--- src/rtl/regfile_wb_arbiter_pkg.sv ---
// Shared types and default widths for the register-file write-back arbiter.
// The read-forwarding feature is enabled by defining REGFILE_WB_BYPASS_EN.
package regfile_wb_arbiter_pkg;

  typedef enum logic {
    PRI0 = 1'b0,
    PRI1 = 1'b1
  } pri_e;

  localparam int DEF_DATA_WIDTH = 32;
  localparam int DEF_ADDR_WIDTH = 5;
  localparam int DEF_CNT_WIDTH  = 16;

endpackage

--- src/rtl/regfile_wb_arbiter_rr_arbiter2.sv ---
// Two-requester round-robin arbiter: combinational grants plus a priority pointer
// that moves to the other requester after every grant.
module rr_arbiter2
  import regfile_wb_arbiter_pkg::*;
(
  input  logic clock,
  input  logic ctrl_reset,
  input  logic req0,
  input  logic req1,
  output logic grant0,
  output logic grant1
);

  pri_e state_r;
  pri_e next_s;

  // Pointer register.
  always_ff @(posedge clock) begin
    if (ctrl_reset) begin
      state_r <= PRI0;
    end else begin
      state_r <= next_s;
    end
  end

  // Grant decode and pointer update; nothing is granted while in reset.
  always_comb begin
    grant0 = 1'b0;
    grant1 = 1'b0;
    next_s = state_r;
    if (ctrl_reset) begin
      next_s = PRI0;
    end else begin
      case (state_r)
        PRI0: begin
          grant0 = req0;
          grant1 = req1 & ~req0;
        end
        PRI1: begin
          grant1 = req1;
          grant0 = req0 & ~req1;
        end
        default: begin
          grant0 = 1'b0;
          grant1 = 1'b0;
        end
      endcase
      if (grant0) begin
        next_s = PRI1;
      end else if (grant1) begin
        next_s = PRI0;
      end else begin
        next_s = state_r;
      end
    end
  end

endmodule

--- src/rtl/regfile_wb_arbiter.sv ---
// Arbitrates two write-back requesters onto one register-file write port.
// Define REGFILE_WB_BYPASS_EN to forward the pending write onto the read ports.
module regfile_wb_arbiter
  import regfile_wb_arbiter_pkg::*;
#(
  parameter int DATA_WIDTH = DEF_DATA_WIDTH,
  parameter int ADDR_WIDTH = DEF_ADDR_WIDTH,
  parameter int CNT_WIDTH  = DEF_CNT_WIDTH
) (
  input  logic                  clock,
  input  logic                  ctrl_reset,
  input  logic                  wb0_valid,
  output logic                  wb0_ready,
  input  logic [ADDR_WIDTH-1:0] wb0_reg,
  input  logic [DATA_WIDTH-1:0] wb0_data,
  input  logic                  wb1_valid,
  output logic                  wb1_ready,
  input  logic [ADDR_WIDTH-1:0] wb1_reg,
  input  logic [DATA_WIDTH-1:0] wb1_data,
  output logic                  ctrl_writeEnable,
  output logic [ADDR_WIDTH-1:0] ctrl_writeReg,
  output logic [DATA_WIDTH-1:0] data_writeReg,
  input  logic [ADDR_WIDTH-1:0] ctrl_readRegA,
  input  logic [ADDR_WIDTH-1:0] ctrl_readRegB,
  input  logic [DATA_WIDTH-1:0] rf_readA,
  input  logic [DATA_WIDTH-1:0] rf_readB,
  output logic [DATA_WIDTH-1:0] data_readRegA,
  output logic [DATA_WIDTH-1:0] data_readRegB,
  output logic [CNT_WIDTH-1:0]  conflict_count
);

  localparam logic [CNT_WIDTH-1:0]  CNT_MAX  = {CNT_WIDTH{1'b1}};
  localparam logic [CNT_WIDTH-1:0]  CNT_ONE  = {{(CNT_WIDTH-1){1'b0}}, 1'b1};
  localparam logic [ADDR_WIDTH-1:0] REG_ZERO = {ADDR_WIDTH{1'b0}};

  logic                  we_r;
  logic [ADDR_WIDTH-1:0] wreg_r;
  logic [DATA_WIDTH-1:0] wdata_r;
  logic [CNT_WIDTH-1:0]  cnt_r;
  logic                  xfer_s;
  logic [ADDR_WIDTH-1:0] sel_reg_s;
  logic [DATA_WIDTH-1:0] sel_data_s;

  rr_arbiter2 u_arb (
    .clock      (clock),
    .ctrl_reset (ctrl_reset),
    .req0       (wb0_valid),
    .req1       (wb1_valid),
    .grant0     (wb0_ready),
    .grant1     (wb1_ready)
  );

  // Select the winning requester's payload.
  always_comb begin
    xfer_s     = 1'b0;
    sel_reg_s  = wreg_r;
    sel_data_s = wdata_r;
    if (wb0_ready) begin
      xfer_s     = 1'b1;
      sel_reg_s  = wb0_reg;
      sel_data_s = wb0_data;
    end else if (wb1_ready) begin
      xfer_s     = 1'b1;
      sel_reg_s  = wb1_reg;
      sel_data_s = wb1_data;
    end else begin
      xfer_s = 1'b0;
    end
  end

  // Output stage; register 0 is accepted but never written.
  always_ff @(posedge clock) begin
    if (ctrl_reset) begin
      we_r    <= 1'b0;
      wreg_r  <= REG_ZERO;
      wdata_r <= {DATA_WIDTH{1'b0}};
    end else if (xfer_s) begin
      we_r    <= (sel_reg_s != REG_ZERO);
      wreg_r  <= sel_reg_s;
      wdata_r <= sel_data_s;
    end else begin
      we_r <= 1'b0;
    end
  end

  // Saturating count of cycles where both requesters competed.
  always_ff @(posedge clock) begin
    if (ctrl_reset) begin
      cnt_r <= {CNT_WIDTH{1'b0}};
    end else if (wb0_valid && wb1_valid && (cnt_r != CNT_MAX)) begin
      cnt_r <= cnt_r + CNT_ONE;
    end else begin
      cnt_r <= cnt_r;
    end
  end

  assign ctrl_writeEnable = we_r;
  assign ctrl_writeReg    = wreg_r;
  assign data_writeReg    = wdata_r;
  assign conflict_count   = cnt_r;

`ifdef REGFILE_WB_BYPASS_EN
  assign data_readRegA = (we_r && (ctrl_readRegA == wreg_r) && (wreg_r != REG_ZERO)) ? wdata_r : rf_readA;
  assign data_readRegB = (we_r && (ctrl_readRegB == wreg_r) && (wreg_r != REG_ZERO)) ? wdata_r : rf_readB;
`else
  logic unused_read_addr_s;
  assign unused_read_addr_s = ^{ctrl_readRegA, ctrl_readRegB};
  assign data_readRegA      = rf_readA;
  assign data_readRegB      = rf_readB;
`endif

endmodule

--- config.mk ---
export PLATFORM = sky130hd
export DESIGN_NAME = regfile_wb_arbiter
export DESIGN_NICKNAME = d
export VERILOG_FILES = /design/src/rtl/regfile_wb_arbiter_pkg.sv /design/src/rtl/regfile_wb_arbiter_rr_arbiter2.sv /design/src/rtl/regfile_wb_arbiter.sv
export SDC_FILE = /design/constraint.sdc
export NUM_CORES = 1
export LEC_CHECK = 0
export ABC_AREA = 1
export CORE_MARGIN = 4
export CORE_UTILIZATION = 32
export DETAILED_ROUTE_END_ITERATION = 16
export DONT_BUFFER_PORTS = 1
export GPL_TIMING_DRIVEN = 0
export HOLD_SLACK_MARGIN = 0.12
export REMOVE_ABC_BUFFERS = 1
export SYNTH_ARGS = -nofsm -noshare
export SYNTH_HDL_FRONTEND = slang
export SYNTH_SLANG_ARGS = --single-unit
--- constraint.sdc ---
create_clock -name clock -period 1.55 [get_ports clock]
set_input_delay 0.465 -clock clock [delete_from_list [all_inputs] [get_ports clock]]
set_output_delay 0.465 -clock clock [all_outputs]
set_load 0.02 [all_outputs]
==> results.md, run 1 <==
- Status: finished with violations
- Violations in the final reports: setup timing
- Max Clk Rate: 0.619 GHz
- Tightest Hold Check Type: in2reg
- Post-synthesis sequential area ratio: 0.355
- Peak supply drop: 0.471 mV
- Critical-path top delay cell: dfxtp_1
- Internal power: 1.96 mW
- Worst-margin pin slew: 421 ps
- Max Fanout on Critical Path: 8
- Synthesized flop and latch total: 55
- Final hold violation count: 0
- Most common cell after layout, fill and taps aside: nand2_1
- CTS tree: built
- CP peak stage delay: 530 ps
- Mapped Area: 3110 um2
- Die H: 107 um
- Max-cap violations: 0
- Mapped Cells: 435
- Die W: 107 um
- Final worst setup slack: -66.4 ps
- Layout cells sized above 1: 0.209
- Area taken by multi-input logic gates: 1560 um2
- Combinational share of power: 0.140
- Yosys warning count: 0
- # DRC: 0
- RSZ-0062 raised after global routing: true
- Minimum clock period: 1620 ps
- Vias: 2840
- I/O Buffers: 0
- Most used cell, CP: nand2_1
- H-tree levels: 2
- Total global-route track usage: 0.262
- Ant diodes: 0
- Crit path arrival time: 1860 ps
- Critical Path RT: 1790 ps
- Critical Path Sink Type: flip-flop
- Final Slew Violations: 0
- Vias in the first global route: 2834
- Nets: 534
- Clock sink count: 55
- Fin crit share: 1.04
- Placer Congestion: 0.984
- Total power divided by cell area: 898 nW/um2
- Clock Power Share: 0.276
- Worst-path cell chain: inv_1, nor3_2, nand3_4, nand2_8, inv_12, nand2_1, nand2_1, nor2_1
- Total Wirelength: 15400 um
- Area Overhead vs Synth: 3.18%
- Syn Area/Cell: 7.14 um2
- Post-Route Skew: 4.20 ps
- Reg area: 1120 um2
- Most frequent cells in the layout: 102 x nand2_1, 52 x o21ai_0, 43 x dfxtp_1
- DPL Wire Length: 11000 um
- CP bufs+invs: 2
- Root Driver: clkbuf_8
- Total gr overflow: 0
- Tightest hold margin: 203 ps
- Wire length per cell: 30.0 um
- Max clock buf depth: 2
- Leak: 1.16 nW
- TritonCTS buffer count: 5
- Final setup vio count: 18
- Relative slew slack: 0.716
- Total Power: 2.88 mW
- Sw Share: 0.320
- Largest net degree at the start of global routing: 33
- Filler Cell Count: 1011
- Rows: 35
- Drt initial violations: 159
- Core box area: 9330 um2
- First-pass GRT wire length: 21100 um
- Routed Antenna Nets: 0
- DR pass1 iterations: 4
- Critical path type: reg2reg
- Die ar.: 11300 um2
- Reg power frac: 0.584
- Setup_tns: -791 ps
- Worst path top cell family by delay: simple AND/OR/NAND/NOR gates
- Count of cell types in the netlist: 31
- Initial Utilization: 0.333
- Crit start category: flip-flop
- Switching power: 0.921 mW
- Ports: 272
- Worst-Skew Late Latency: 300 ps
- Post-DR vias/cell: 5.56
- Clk slew on worst S/H paths: 100 ps
- Initial antenna violation count: 0
## final cells by class
cell class                      instances  share of cell area
Clock buffer                            7              0.0238
Clock inverter                          1             0.00156
Inverter                               19              0.0328
Multi-Input combinational cell        281               0.488
Sequential cell                        55               0.350
Tap cell                              129              0.0504
Timing Repair Buffer                   14              0.0390
Timing Repair inverter                  5              0.0148
## state kept, by name (all words and copies together) (netlist names)
name and flops:
conflict_count 16, ctrl_writeEnable 1, ctrl_writeReg 5, data_writeReg 32, u_arb.state_r 1
## routing by layer
| layer | vias up | share of wire | global-route usage |
|---|---|---|---|
| met5 | - | 0.0038 | 0.0524 |
| met4 | 2 | 0.017 | 0.0484 |
| met3 | 15 | 0.24 | 0.258 |
| met2 | 280 | 0.40 | 0.371 |
| met1 | 1285 | 0.35 | 0.278 |
| li1 | 1258 | - | - |
## cells in the mapped netlist, drive strengths merged
cell type / count / area share
nand2: 114 / 0.14
o21ai: 52 / 0.084
a31oi: 7 / 0.014
clkbuf: 11 / 0.014
nor2: 23 / 0.029
dfxtp: 55 / 0.35
ha: 1 / 0.0040
and2: 4 / 0.0081
o31ai: 1 / 0.0024
nand4: 2 / 0.0040
inv: 19 / 0.023
xor2: 5 / 0.014
nand3b: 1 / 0.0024
xnor2: 5 / 0.014
nor3b: 1 / 0.0024
a21oi: 40 / 0.066
nor3: 3 / 0.0085
buf: 73 / 0.18
nand3: 18 / 0.036
## worst paths after layout
path	slack [ps]	from	depth (start not counted)	to
min	200	ctrl_reset	1	conflict_count[9]
max reg2reg	-70	conflict_count[11]	8	conflict_count[0]
min reg2reg	540	u_arb.state_r	2	u_arb.state_r
max	-70	conflict_count[11]	8	conflict_count[0]
## timing repair
item	in CTS	in global routing
buffers inserted	11	3
pin swaps	12	10
gates resized for setup	51	21
hold buffers	0	0
endpoints found under the setup margin	55	38
cloned	9	0
## cells by family (layout without fill, tap and decap cells)
| kind of cell | count (synthesis) | count (layout) | synth area share |
|---|---|---|---|
| adders and majority gates | 1 | 1 | 0.00403 |
| AOI/OAI and AO/OA | 100 | 100 | 0.166 |
| and+or+nand+nor | 166 | 170 | 0.233 |
| DFF | 55 | 55 | 0.355 |
| xor gates and xnor gates | 10 | 10 | 0.0282 |
| buffers and inverters | 103 | 46 | 0.214 |
## per-stage QoR
step / instances / utilization / setup WS [ps] / cell area, um2
final: 511 / 0.344 / -66.4 / 3200
after global placement: 480 / 0.287 / -1030 / 2670
after CTS: 508 / 0.332 / -55.3 / 3100
after floorplan: 351 / - / -269 / 2510
after global routing: 511 / 0.344 / -174 / 3200
after detailed placement: 480 / 0.287 / -1130 / 2670
## power by group through the flow
| stage | sequential [mW] | clock [mW] | combinational, mW |
|---|---|---|---|
| floorplan | 1.68 | 0 | 0.202 |
| global placement | 1.71 | 0 | 0.265 |
| detailed placement | 1.71 | 0 | 0.279 |
| CTS | 1.68 | 0.819 | 0.376 |
| global route | 1.69 | 0.861 | 0.448 |
| finish | 1.68 | 0.793 | 0.403 |
## worst reg2reg max path, cell delays in order, from the launching register on
cell and delay, ps:
dfxtp_1 530, inv_1 140, nor3_2 300, nand3_4 190, nand2_8 170, inv_12 70
nand2_1 50, nand2_1 40, nor2_1 70
Power figures use the tool's default switching activity.
==> run 2: changes to the inputs <==
clock period = 1.58 ns   (was 1.55 ns; I/O delays follow)
==> results.md, run 2 (synthesis results as in run 1) <==
- Total global-route track usage: 0.259 (-0.00319)
- TritonCTS buffer count: 5 (unchanged)
- Area Overhead vs Synth: 0.483%
- Max-cap violations: 0 (unchanged)
- CTS tree: built
- Initial Utilization: 0.333 (unchanged)
- Met2 GRT Util: 0.366 (-0.00498)
- Largest net degree at the start of global routing: 33 (unchanged)
- Clk slew on worst S/H paths: 100 ps (about the same)
- Max clock buf depth: 2 (unchanged)
- First-pass GRT wire length: 20800 um (-1.4%)
- Vias: 2788 (-1.8%)
- RSZ-0062 raised after global routing: true
- DR pass1 iterations: 4 (unchanged)
- Die H: 107 um (unchanged)
- Minimum clock period: 1630 ps
- Max FFs per register: 32 (unchanged)
- Final hold violation count: 0 (unchanged)
- I/O Buffers: 0 (unchanged)
- Leak: 1.12 nW (-3.4%)
- Status: finished with violations
- Ant diodes: 0 (unchanged)
- CTS hold repair buffers: 0 (unchanged)
- Final setup vio count: 2 (-16)
- Core box area: 9330 um2 (unchanged)
- Post-Route Skew: 6.02 ps (+1.82 ps)
- Root Driver: clkbuf_8
- Wire length per cell: 29.5 um (-1.8%)
- CP peak stage delay: 350 ps (-180 ps)
- Fin cells: 509 (-0.39%)
- Critical Path RT: 1110 ps (-680 ps)
- Pre-CTS setup slack: -1110 ps (+21.0 ps)
- Vias in the first global route: 2790 (-1.6%)
- Initial antenna violation count: 0 (unchanged)
- M3 GR Usage: 0.256 (-0.00243)
- Placer Congestion: 0.984 (unchanged)
- Total gr overflow: 0 (unchanged)
- Rows: 35 (unchanged)
- Final worst setup slack: -51.1 ps (+15.2 ps)
- Critical path type: reg2out
- Worst-Skew Late Latency: 300 ps (about the same)
- Violations in the final reports: setup timing
- Most common cell after layout, fill and taps aside: nand2_1
- Fin crit share: 1.03
- Nets: 532 (-0.37%)
- GR peak layer: met2
- Worst-margin pin slew: 416 ps (-5.63 ps)
- Dpl cells: 480 (unchanged)
- Most frequent cells in the layout: 107 x nand2_1, 52 x o21ai_0, 43 x dfxtp_1
- Post-DR vias/cell: 5.48 (-1.4%)
- Total power divided by cell area: 897 nW/um2 (about the same)
- Tightest hold margin: 215 ps (+11.7 ps)
- Max Fanout on Critical Path: 6 (-2)
- Die W: 107 um (unchanged)
- H-tree levels: 2 (unchanged)
- # DRC: 0 (unchanged)
- CP bufs+invs: 2 (unchanged)
- Peak supply drop: 0.457 mV (-2.9%)
- Drt initial violations: 135 (-15%)
- Final Slew Violations: 0 (unchanged)
- Tightest Hold Check Type: in2reg
- Ports: 272 (unchanged)
- Die ar.: 11300 um2 (unchanged)
- DPL Wire Length: 11000 um (unchanged)
- Crit start category: flip-flop
- Critical-path top delay cell: dfxtp_2
- Worst path top cell family by delay: flip-flops
- Crit path arrival time: 1160 ps (-700 ps)
- Filler Cell Count: 1013 (+0.20%)
- Routed Antenna Nets: 0 (unchanged)
- Layout cells sized above 1: 0.174 (-0.0357)
- Critical Path Sink Type: output pin
- Relative slew slack: 0.722 (+0.00635)
- Total Wirelength: 15000 um (-2.2%)
- Met1 usage in global routing: 0.274 (-0.00335)
- Worst-path cell chain: inv_2, nand2_4, nand2_8, clkinvlp_4
- Clock sink count: 55 (unchanged)
- Max Clk Rate: 0.613 GHz
-- run 2: cell types whose count changed in the layout (fill, tap and decap cells not counted), moves of 3 or more --
cell	delta
a21oi_1	+6
a21oi_2	-6
nand2_1	+5
nand2_2	-3
nand2_4	-3
-- run 2: layout make-up --
type	count	area [um2]	area share
clock buffers	7	76.3	0.0245
flip-flops and latches	55	1120	0.359
inverters	19	100	0.0321
repair buffers	14	129	0.0413
well taps	129	161	0.0517
repair inverters	4	38.8	0.0124
clock inverters	1	5.00	0.00160
multi-input cells	280	1490	0.477
-- run 2: path summary, 6_finish.rpt --
path                                   startpoint                end  slack (ps)  cells past startpoint
worst max register to register  conflict_count[0]  conflict_count[0]         -10                     10
worst min register to register      u_arb.state_r      u_arb.state_r         540                      2
worst min-delay path                   ctrl_reset  conflict_count[4]         210                      1
worst max-delay path                u_arb.state_r          wb1_ready         -50                      4
-- run 2: worst reg2reg max path: cells and delay by family, from the launching register on --
family | cells | cell delay, ps
adders and majority gates | 1 | 170
and+or+nand+nor | 7 | 710
buffers and inverters | 2 | 200
DFF | 1 | 450
-- run 2: what timing repair did --
item                       CTS  global route
setup endpoints to repair   55            37
cloned                       7             0
buffers inserted             9             5
gates resized for setup     38            15
pin swaps                    7            11
-- run 2: metal layers --
metal	wire, um	vias to the layer above
li1	-	1247
met5	59	-
met4	237	2
met2	5880	288
met1	5160	1236
met3	3670	15
-- run 2: power by group --
group / leakage [nW] / total, mW / switching (mW) / internal, mW
logic: 0.617 / 0.375 / 0.248 / 0.127
clock network: 0.0422 / 0.776 / 0.463 / 0.313
registers: 0.457 / 1.65 / 0.177 / 1.47
total: 1.12 / 2.80 / 0.888 / 1.91
-- run 2: per-stage QoR --
step                total power [mW]  TNS (ps)  cell area [um2]  utilization
floorplan                       1.84     -4720             2510            -
global placement                1.94    -33910             2670        0.287
detailed placement              1.95    -38480             2670        0.287
CTS                             2.81     -65.0             3020        0.324
global route                    2.92     -1250             3120        0.335
finish                          2.80     -61.2             3120        0.335
==> run 3: changes to the inputs <==
SLEW_MARGIN = 0   (was not set)
==> results of run 3 <==
The final DEF is identical to that of run 2; final timing and power are the same.
